## config.mk

```make
export PLATFORM = sky130hd
export DESIGN_NAME = ssd_scan_decoder
export DESIGN_NICKNAME = d
export VERILOG_FILES = /design/src/rtl/ssd_scan_decoder.sv
export SDC_FILE = /design/constraint.sdc
export NUM_CORES = 1
export LEC_CHECK = 0
export ABC_CLOCK_PERIOD_IN_PS = 2050
export CORE_AREA = 2 2 100 102
export CTS_CLUSTER_SIZE = 16
export DETAILED_ROUTE_END_ITERATION = 7
export DIE_AREA = 0 0 102 104
export PLACE_DENSITY_LB_ADDON = 0.2
export SKIP_LAST_GASP = 1
export SYNTH_ARGS = -nofsm -noshare
export SYNTH_HDL_FRONTEND = slang
export SYNTH_SLANG_ARGS = --single-unit
export TNS_END_PERCENT = 20
```

## constraint.sdc

```tcl
create_clock -name clk -period 2.05 [get_ports clk]
set_input_delay 0.41 -clock clk [delete_from_list [all_inputs] [get_ports clk]]
set_output_delay 0.41 -clock clk [all_outputs]
set_load 0.02 [all_outputs]
```

## src/rtl/ssd_scan_decoder.sv

```systemverilog
`default_nettype none
// ===========================================================================
// ssd_scan_decoder : recovers per-digit glyphs from a multiplexed, active-low 4-digit 7-seg scan.
// Optional: define SSD_DP_CAPTURE_EN to also track and capture decimal points.   Rev 1.0
// ===========================================================================
module ssd_scan_decoder #(
   parameter int STABLE_CYC  = 16,
   parameter int TIMEOUT_CYC = 262143
) (
   input  logic       clk,
   input  logic       rst,
   input  logic [3:0] an_in,
   input  logic [6:0] seg_in,
   input  logic       dp_in,
   output logic [6:0] seg0_out,
   output logic [6:0] seg1_out,
   output logic [6:0] seg2_out,
   output logic [6:0] seg3_out,
   output logic [3:0] hex0,
   output logic [3:0] hex1,
   output logic [3:0] hex2,
   output logic [3:0] hex3,
   output logic [3:0] hex_valid,
   output logic [3:0] dp_out,
   output logic       frame_done,
   output logic       scan_err,
   output logic       stale
);
   localparam int SW = $clog2(STABLE_CYC + 1);
   localparam int TW = $clog2(TIMEOUT_CYC + 1);
   localparam logic [SW-1:0] STAB_MAX = SW'(STABLE_CYC);
   localparam logic [TW-1:0] TMO_MAX  = TW'(TIMEOUT_CYC);
`ifdef SSD_DP_CAPTURE_EN
   localparam int IW = 12;
`else
   localparam int IW = 11;
`endif

   typedef enum logic [1:0] {IDLE = 2'd0, SETTLE = 2'd1, HOLD = 2'd2} state_t;

   state_t        state_q, state_d;
   logic [IW-1:0] in_q, in_d, prev_q, prev_d;
   logic [SW-1:0] stab_q, stab_d;
   logic [TW-1:0] tmo_q, tmo_d;
   logic [3:0]    mask_q, mask_d;
   logic [6:0]    seg_q [4];
   logic [6:0]    seg_d [4];
   logic [3:0]    hex_q [4];
   logic [3:0]    hex_d [4];
   logic [3:0]    valid_q, valid_d;
   logic          frame_q, frame_d, err_q, err_d;
   logic [3:0]    an;
   logic [6:0]    seg;
   logic          changed, blank, legal, capture;
   logic [1:0]    idx;
   logic [4:0]    dec;
   logic [3:0]    mask_n;
`ifdef SSD_DP_CAPTURE_EN
   logic [3:0]    dpc_q, dpc_d;
`else
   logic          unused_dp;
   assign unused_dp = dp_in;
`endif

   // {valid, nibble} for an active-low glyph
   function automatic logic [4:0] decode_glyph(input logic [6:0] p);
      case (p)
         7'h01: decode_glyph = 5'h10;  7'h4F: decode_glyph = 5'h11;
         7'h12: decode_glyph = 5'h12;  7'h06: decode_glyph = 5'h13;
         7'h4C: decode_glyph = 5'h14;  7'h24: decode_glyph = 5'h15;
         7'h20: decode_glyph = 5'h16;  7'h0F: decode_glyph = 5'h17;
         7'h00: decode_glyph = 5'h18;  7'h04: decode_glyph = 5'h19;
         7'h08: decode_glyph = 5'h1A;  7'h60: decode_glyph = 5'h1B;
         7'h31: decode_glyph = 5'h1C;  7'h42: decode_glyph = 5'h1D;
         7'h30: decode_glyph = 5'h1E;  7'h38: decode_glyph = 5'h1F;
         default: decode_glyph = 5'h00;
      endcase
   endfunction

   assign an  = in_q[IW-1 -: 4];
   assign seg = in_q[IW-5 -: 7];

   always_comb begin
`ifdef SSD_DP_CAPTURE_EN
      in_d  = {an_in, seg_in, dp_in};
      dpc_d = dpc_q;
`else
      in_d  = {an_in, seg_in};
`endif
      prev_d  = in_q;
      changed = (in_q != prev_q);
      blank   = (an == 4'hF);
      legal   = 1'b1;
      idx     = 2'd0;
      case (an)
         4'b1110: idx = 2'd0;
         4'b1101: idx = 2'd1;
         4'b1011: idx = 2'd2;
         4'b0111: idx = 2'd3;
         default: legal = 1'b0;
      endcase

      stab_d = changed ? SW'(1) : ((stab_q == STAB_MAX) ? stab_q : stab_q + SW'(1));

      state_d = state_q;
      case (state_q)
         IDLE:    if (!blank) state_d = SETTLE;
         SETTLE:  if (stab_d == STAB_MAX) state_d = HOLD;
         HOLD:    if (changed) state_d = SETTLE;
         default: state_d = IDLE;
      endcase
      if (blank) state_d = IDLE;

      // One decision per stable window, taken on the SETTLE->HOLD edge
      capture = (state_q == SETTLE) && (state_d == HOLD);
      dec     = decode_glyph(seg);
      mask_n  = mask_q | (4'b0001 << idx);

      seg_d   = seg_q;
      hex_d   = hex_q;
      valid_d = valid_q;
      mask_d  = mask_q;
      frame_d = 1'b0;
      err_d   = 1'b0;
      if (capture) begin
         if (legal) begin
            seg_d[idx]   = seg;
            hex_d[idx]   = dec[3:0];
            valid_d[idx] = dec[4];
`ifdef SSD_DP_CAPTURE_EN
            dpc_d[idx]   = in_q[0];
`endif
            if (mask_n == 4'hF) begin
               frame_d = 1'b1;
               mask_d  = 4'h0;
            end else begin
               mask_d  = mask_n;
            end
         end else begin
            err_d = 1'b1;
         end
      end

      tmo_d = (capture && legal) ? '0 : ((tmo_q == TMO_MAX) ? tmo_q : tmo_q + TW'(1));
   end

   always_ff @(posedge clk) begin
      if (rst) begin
         state_q <= IDLE;
         in_q    <= '1;
         prev_q  <= '1;
         stab_q  <= '0;
         tmo_q   <= '0;
         mask_q  <= 4'h0;
         for (int k = 0; k < 4; k++) begin
            seg_q[k] <= 7'h7F;
            hex_q[k] <= 4'h0;
         end
         valid_q <= 4'h0;
         frame_q <= 1'b0;
         err_q   <= 1'b0;
`ifdef SSD_DP_CAPTURE_EN
         dpc_q   <= 4'hF;
`endif
      end else begin
         state_q <= state_d;
         in_q    <= in_d;
         prev_q  <= prev_d;
         stab_q  <= stab_d;
         tmo_q   <= tmo_d;
         mask_q  <= mask_d;
         seg_q   <= seg_d;
         hex_q   <= hex_d;
         valid_q <= valid_d;
         frame_q <= frame_d;
         err_q   <= err_d;
`ifdef SSD_DP_CAPTURE_EN
         dpc_q   <= dpc_d;
`endif
      end
   end

   assign seg0_out   = seg_q[0];
   assign seg1_out   = seg_q[1];
   assign seg2_out   = seg_q[2];
   assign seg3_out   = seg_q[3];
   assign hex0       = hex_q[0];
   assign hex1       = hex_q[1];
   assign hex2       = hex_q[2];
   assign hex3       = hex_q[3];
   assign hex_valid  = valid_q;
   assign frame_done = frame_q;
   assign scan_err   = err_q;
   assign stale      = (tmo_q == TMO_MAX);
`ifdef SSD_DP_CAPTURE_EN
   assign dp_out     = dpc_q;
`else
   assign dp_out     = 4'hF;
`endif

endmodule
`default_nettype wire
```

* Word-level counts from Yosys, hierarchy flattened
Index checks and enable logic that the tools add are counted.
** Word-level totals
- Output and inout bits :: 55
- Input port bits :: 14
- Bits in registers :: 101
- Word-level logic and storage cells :: 88
** Cells by class
- Bitwise logic cells :: 4
- Reduce and logical (&&, ||, !) cells :: 11
- Order comparisons :: 4
- Add/subtract/negate cells :: 2
- Mux-type cells :: 21
- Eq/ne operators :: 28
- Shifts and indexed selects :: 1
** Operators by type and width (count)
- one-hot mux 5 bit (16 select lines) :: 1
- == test 7 x 6 -> 1 bit (second input constant) :: 5
- bitwise mux 28 bit :: 1
- == test 7 bit (second input constant) :: 4
- == test 4 bit (second input constant) :: 5
- adder 18 x 1 -> 18 bit (second input constant) :: 1
- == test 18 bit (second input constant) :: 1
- bitwise mux 16 bit :: 1
- demux 7 bit (select 2 bit) :: 1
- == test 7 x 3 -> 1 bit (second input constant) :: 2
- == test 7 x 4 -> 1 bit (second input constant) :: 2
- one-hot mux 2 bit (3 select lines) :: 2
- != test 11 bit :: 1
- == test 5 bit (second input constant) :: 2
- two-way mux 5 bit :: 2
- demux 4 bit (select 2 bit) :: 1
- two-way mux 4 bit :: 2
- == test 7 x 1 -> 1 bit (second input constant) :: 1
- == test 7 x 5 -> 1 bit (second input constant) :: 1
- logical NOT 7 bit :: 1
- two-way mux 7 bit :: 1
- two-way mux 2 bit :: 3
- adder 5 x 1 -> 5 bit (second input constant) :: 1
- bitwise mux 4 bit :: 1
- 19 further kinds :: 28

* Depth between registers and ports, before layout
- Word-level depth :: 11
- Mapped depth :: 9
- Gate-level depth less buffers :: 7

* Worst setup path before layout
Ideal clock, no wire load.
- Kind :: register to register
- Start :: register stab_q[0]
- End :: register seg_q (netlist bit seg2_out[0])
- Slack :: -0.029 ns
- Cell stages (with the launch flop) :: 10
- Data arrival time :: 2.007 ns
- Setup time :: 0.072 ns
- Path buffers :: 2
- Data required time :: 1.978 ns
- Cells stage by stage :: dfxtp_1 inv_1 ha_1 and4bb_2 xnor2_1 nor4_4 and3_1 buf_6 buf_12 mux2i_1
** Between the ends
- Cells in the longest elaborated chain, start to end :: 10
- Elaborated cells between the ends (all ways) :: 11
- Those cells by class :: add/sub (1); eq/ne (3); mux (5); reduce/logical (2)
** RTL lines
- start, declared :: RTL line 43 : logic [SW-1:0] stab_q, stab_d;
- start signal, assigned :: RTL line 169 : stab_q <= stab_d;
- adder 5 x 1 -> 5 bit / == test 5 bit (equally long branches) :: RTL line 103 : stab_d = changed ? SW'(1) : ((stab_q == STAB_MAX) ? stab_q : stab_q + SW'(1));
- two-way mux 5 bit * (2 in a row) :: RTL line 103
- == test 5 bit * :: RTL line 108 : SETTLE: if (stab_d == STAB_MAX) state_d = HOLD;
- two-way mux 2 bit * :: RTL line 108
- one-hot mux 2 bit (3 select lines) * :: RTL line 106 : case (state_q)
- two-way mux 2 bit * :: RTL line 112 : if (blank) state_d = IDLE;
- == test 2 bit * :: RTL line 115 : capture = (state_q == SETTLE) && (state_d == HOLD);
- logical AND 1 bit * :: RTL line 115
- AND reduction 2 bit (no line) *
- end signal, assigned :: RTL line 172 : seg_q <= seg_d;
- end, declared :: RTL line 46 : logic [6:0] seg_q [4];
Mark *: on every way between the ends. The rest lies on a longest branch, timed or not.
A chain may end at the register's enable or synchronous reset.

* Worst setup path in the final report
- Start :: register stab_q[0]
- End :: register seg_q (netlist bit seg2_out[5])
Same word-level chain as after synthesis.

==> out/metrics.cfg <==
[synth]
syn_inst=486
ys_seq_area_frac=0.439
synthArstFlopShare=0
synth_edf_count=0
yosys.area.top_type=dfxtp_1
yosys_warnings=0
synth.area.top_cells=dfxtp_1, mux2i_1, nor2_1
ys_seq_elements=101
ys.flop_type=dfxtp_1
netlist-cell-type-count=59
syn_area_um2=4600
post_synth.cell_area_avg_um2=9.47
synth_top_area_frac=0.439

[critical_path]
crit_chain=inv_1 -> ha_1 -> mux2_2 -> a211oi_2 -> buf_4 -> nor4_4 -> buf_4 -> and3_4 -> buf_12 -> mux2i_1
path_class=flop to flop
cp_data_required_time_ns=2.30
end_kind=flop
critPathMaxFanout=12
crit_slowest_cell=dfxtp_2
worstPathArrival_ns=2.34
crit_top_cell=buf_4
crit_family=buffers and inverters
worst-path-buf-inv=4
slowest_delay_ns=0.37
start_kind=flop

[placement]
dp_slack_ns=-0.135
routabilityCongestion=0.831
io_buffer_count=63
place_hpwl_mm=7.06

[layout]
final_common_cell=dfxtp_1
layout.nets=585
register_area_um2=2020
n_fill_cell=875
antennaDiodeCount=0
syn2layout_area_growth_pct=26.7
drive_gt1_frac=0.175
multi_input_area_um2=2350
layout_common_cells=dfxtp_1, clkdlybuf4s50_1, nor2_1, mux2i_1, buf_4

[sta]
setup_viol=25
finalCriticalPeriod_ns=2.09
slew_violations=0
fin_ws_ns=-0.0449
finalClockSkew_ns=0.0157
tightest_slew_ns=0.602
slew_headroom=0.598
timing.final.crit_share=1.02
rsz0062_at_grt=true
hold_viol_final=0
fmax_mhz=477

[routing]
wl_mm=10.1
viasPerCell=5.19
drc=0
drt_iter0_markers=109
first_pass_iters=4
ant_nets=0
vias=3661
wl_per_cell_um=14.3

[power]
p_leak_nw=2.34
vdd_drop_max_v=0.000459
power_per_cell_area_nw_per_um2=623
power_mw=3.63

[global_route]
grt_pass1_vias=3455
grt_max_degree=33
gr-total-overflow=0
antenna_found_initial=0
track_usage=0.196
grt_pass1_wl_mm=16.6

[cts]
htreeDepth=3
numCtsBuffers=9
clk_path_buf_depth=2
clk_pin_slew_worst_paths_ns=0.10
clockRootBuffer=clkbuf_8
cts_tree=built
clkSinkCount=101
hold_buffers=0
clk_latency_ns=0.38

[die]
rows=36
io_pins=69
die_y_um=104
fp.dieW_um=102
core_area_um2=9550
initial_utilization=0.482
die-area_um2=10600

[run_status]
violations=setup timing
status=complete, but fails checks

[hold_path]
min_path_type=flop to flop

[job]
max-cap-violations=0

==> layout make-up <==
cell class,count,share of cell area
clock buffers,10,0.0236
clock inverters,6,0.0131
inverters,14,0.00901
multi-input cells,335,0.403
flip-flops and latches,101,0.347
well taps,133,0.0285
repair buffers,107,0.175
==> cells by family (layout without fill, tap and decap cells) <==
logic type,count (synthesis),count (layout),share of synthesized area
fa+ha+maj,4,4,0.0103
xor+xnor,27,27,0.0514
buf+inv,53,137,0.0598
other cells,1,4,0.000815
mux,51,51,0.111
simple gates,207,207,0.261
compound gates,42,42,0.0658
flops,101,101,0.439
==> synthesized netlist by cell type (all sizes together), types with 3 or more instances <==
master    n
buf      14
xor2      4
dfxtp   101
nand3    17
and4      3
nand2    11
clkbuf   25
and4b     4
nand4    11
a221oi    3
nor3     12
mux2i    49
a21oi    10
or2      16
and3     10
a31oi     4
nor2     58
a21o      3
ha        3
xnor2    23
o21ai     4
nor4      4
and2      5
nor3b     5
nor4b     3
nand4b    3
a211oi    8
nand3b    5
nand2b   26
nor2b     7
inv      14
==> state kept, by name, indices dropped and copies added, names as in the netlist <==
signal and count:
hex1 4, scan_err 1, in_q 11, seg0_out 7, mask_q 4, hex2 4, hex0 4, seg3_out 7
tmo_q 18, prev_q 11, state_q 2, seg1_out 7, frame_done 1, stab_q 5, hex_valid 4, seg2_out 7
hex3 4
==> path summary, 6_finish.rpt <==
kind | start | endpoint | slack [ns] | cells after the start
setup / recovery | stab_q[0] | seg2_out[5] | -0.04 | 10
setup reg to reg | stab_q[0] | seg2_out[5] | -0.04 | 10
hold reg to reg | hex1[2] | hex1[2] | 0.48 | 2
hold / removal | hex1[2] | hex1[2] | 0.48 | 2
==> repair_timing <==
item | in CTS | in global routing
pin swaps | 2 | 0
endpoints found under the setup margin | 54 | 63
gates cloned | 1 | 1
resized for setup | 9 | 5
buffers inserted | 3 | 1
==> worst register-to-register path, delay by kind of cell (launching register included) <==
kind / cells / cell delay (ns)
buf+inv: 4 / 0.55
simple gates: 2 / 0.22
flops: 1 / 0.37
mux: 2 / 0.40
fa+ha+maj: 1 / 0.22
compound gates: 1 / 0.22
==> power by group <==
part | leakage, nW | switching [mW] | internal, mW
Sequential | 0.821 | 0.0191 | 1.99
Clock | 0.103 | 0.730 | 0.619
Combinational | 1.42 | 0.147 | 0.125
Total | 2.34 | 0.896 | 2.73
==> through the flow <==
stage / cell area, µm² / hold slack (ns) / setup TNS, ns / util / cells
final: 5830 / 0.476 / -0.466 / 0.611 / 706
after detailed placement: 5530 / 0.467 / -3.48 / 0.579 / 685
after global placement: 5530 / 0.463 / -1.44 / 0.579 / 685
after global routing: 5830 / 0.504 / -6.30 / 0.611 / 706
after floorplan: 4610 / 0.447 / 0 / - / 489
after CTS: 5780 / 0.483 / -0.374 / 0.605 / 705
==> layer usage <==
metal  global-route usage  wire (µm)  up-vias
li1                     -          -     1835
met1                0.243       4500     1743
met2                0.325       4990       71
met3               0.0625        471       12
met4               0.0581        140        0
met5                    0          0        -
(Power assumes the default switching activity.)
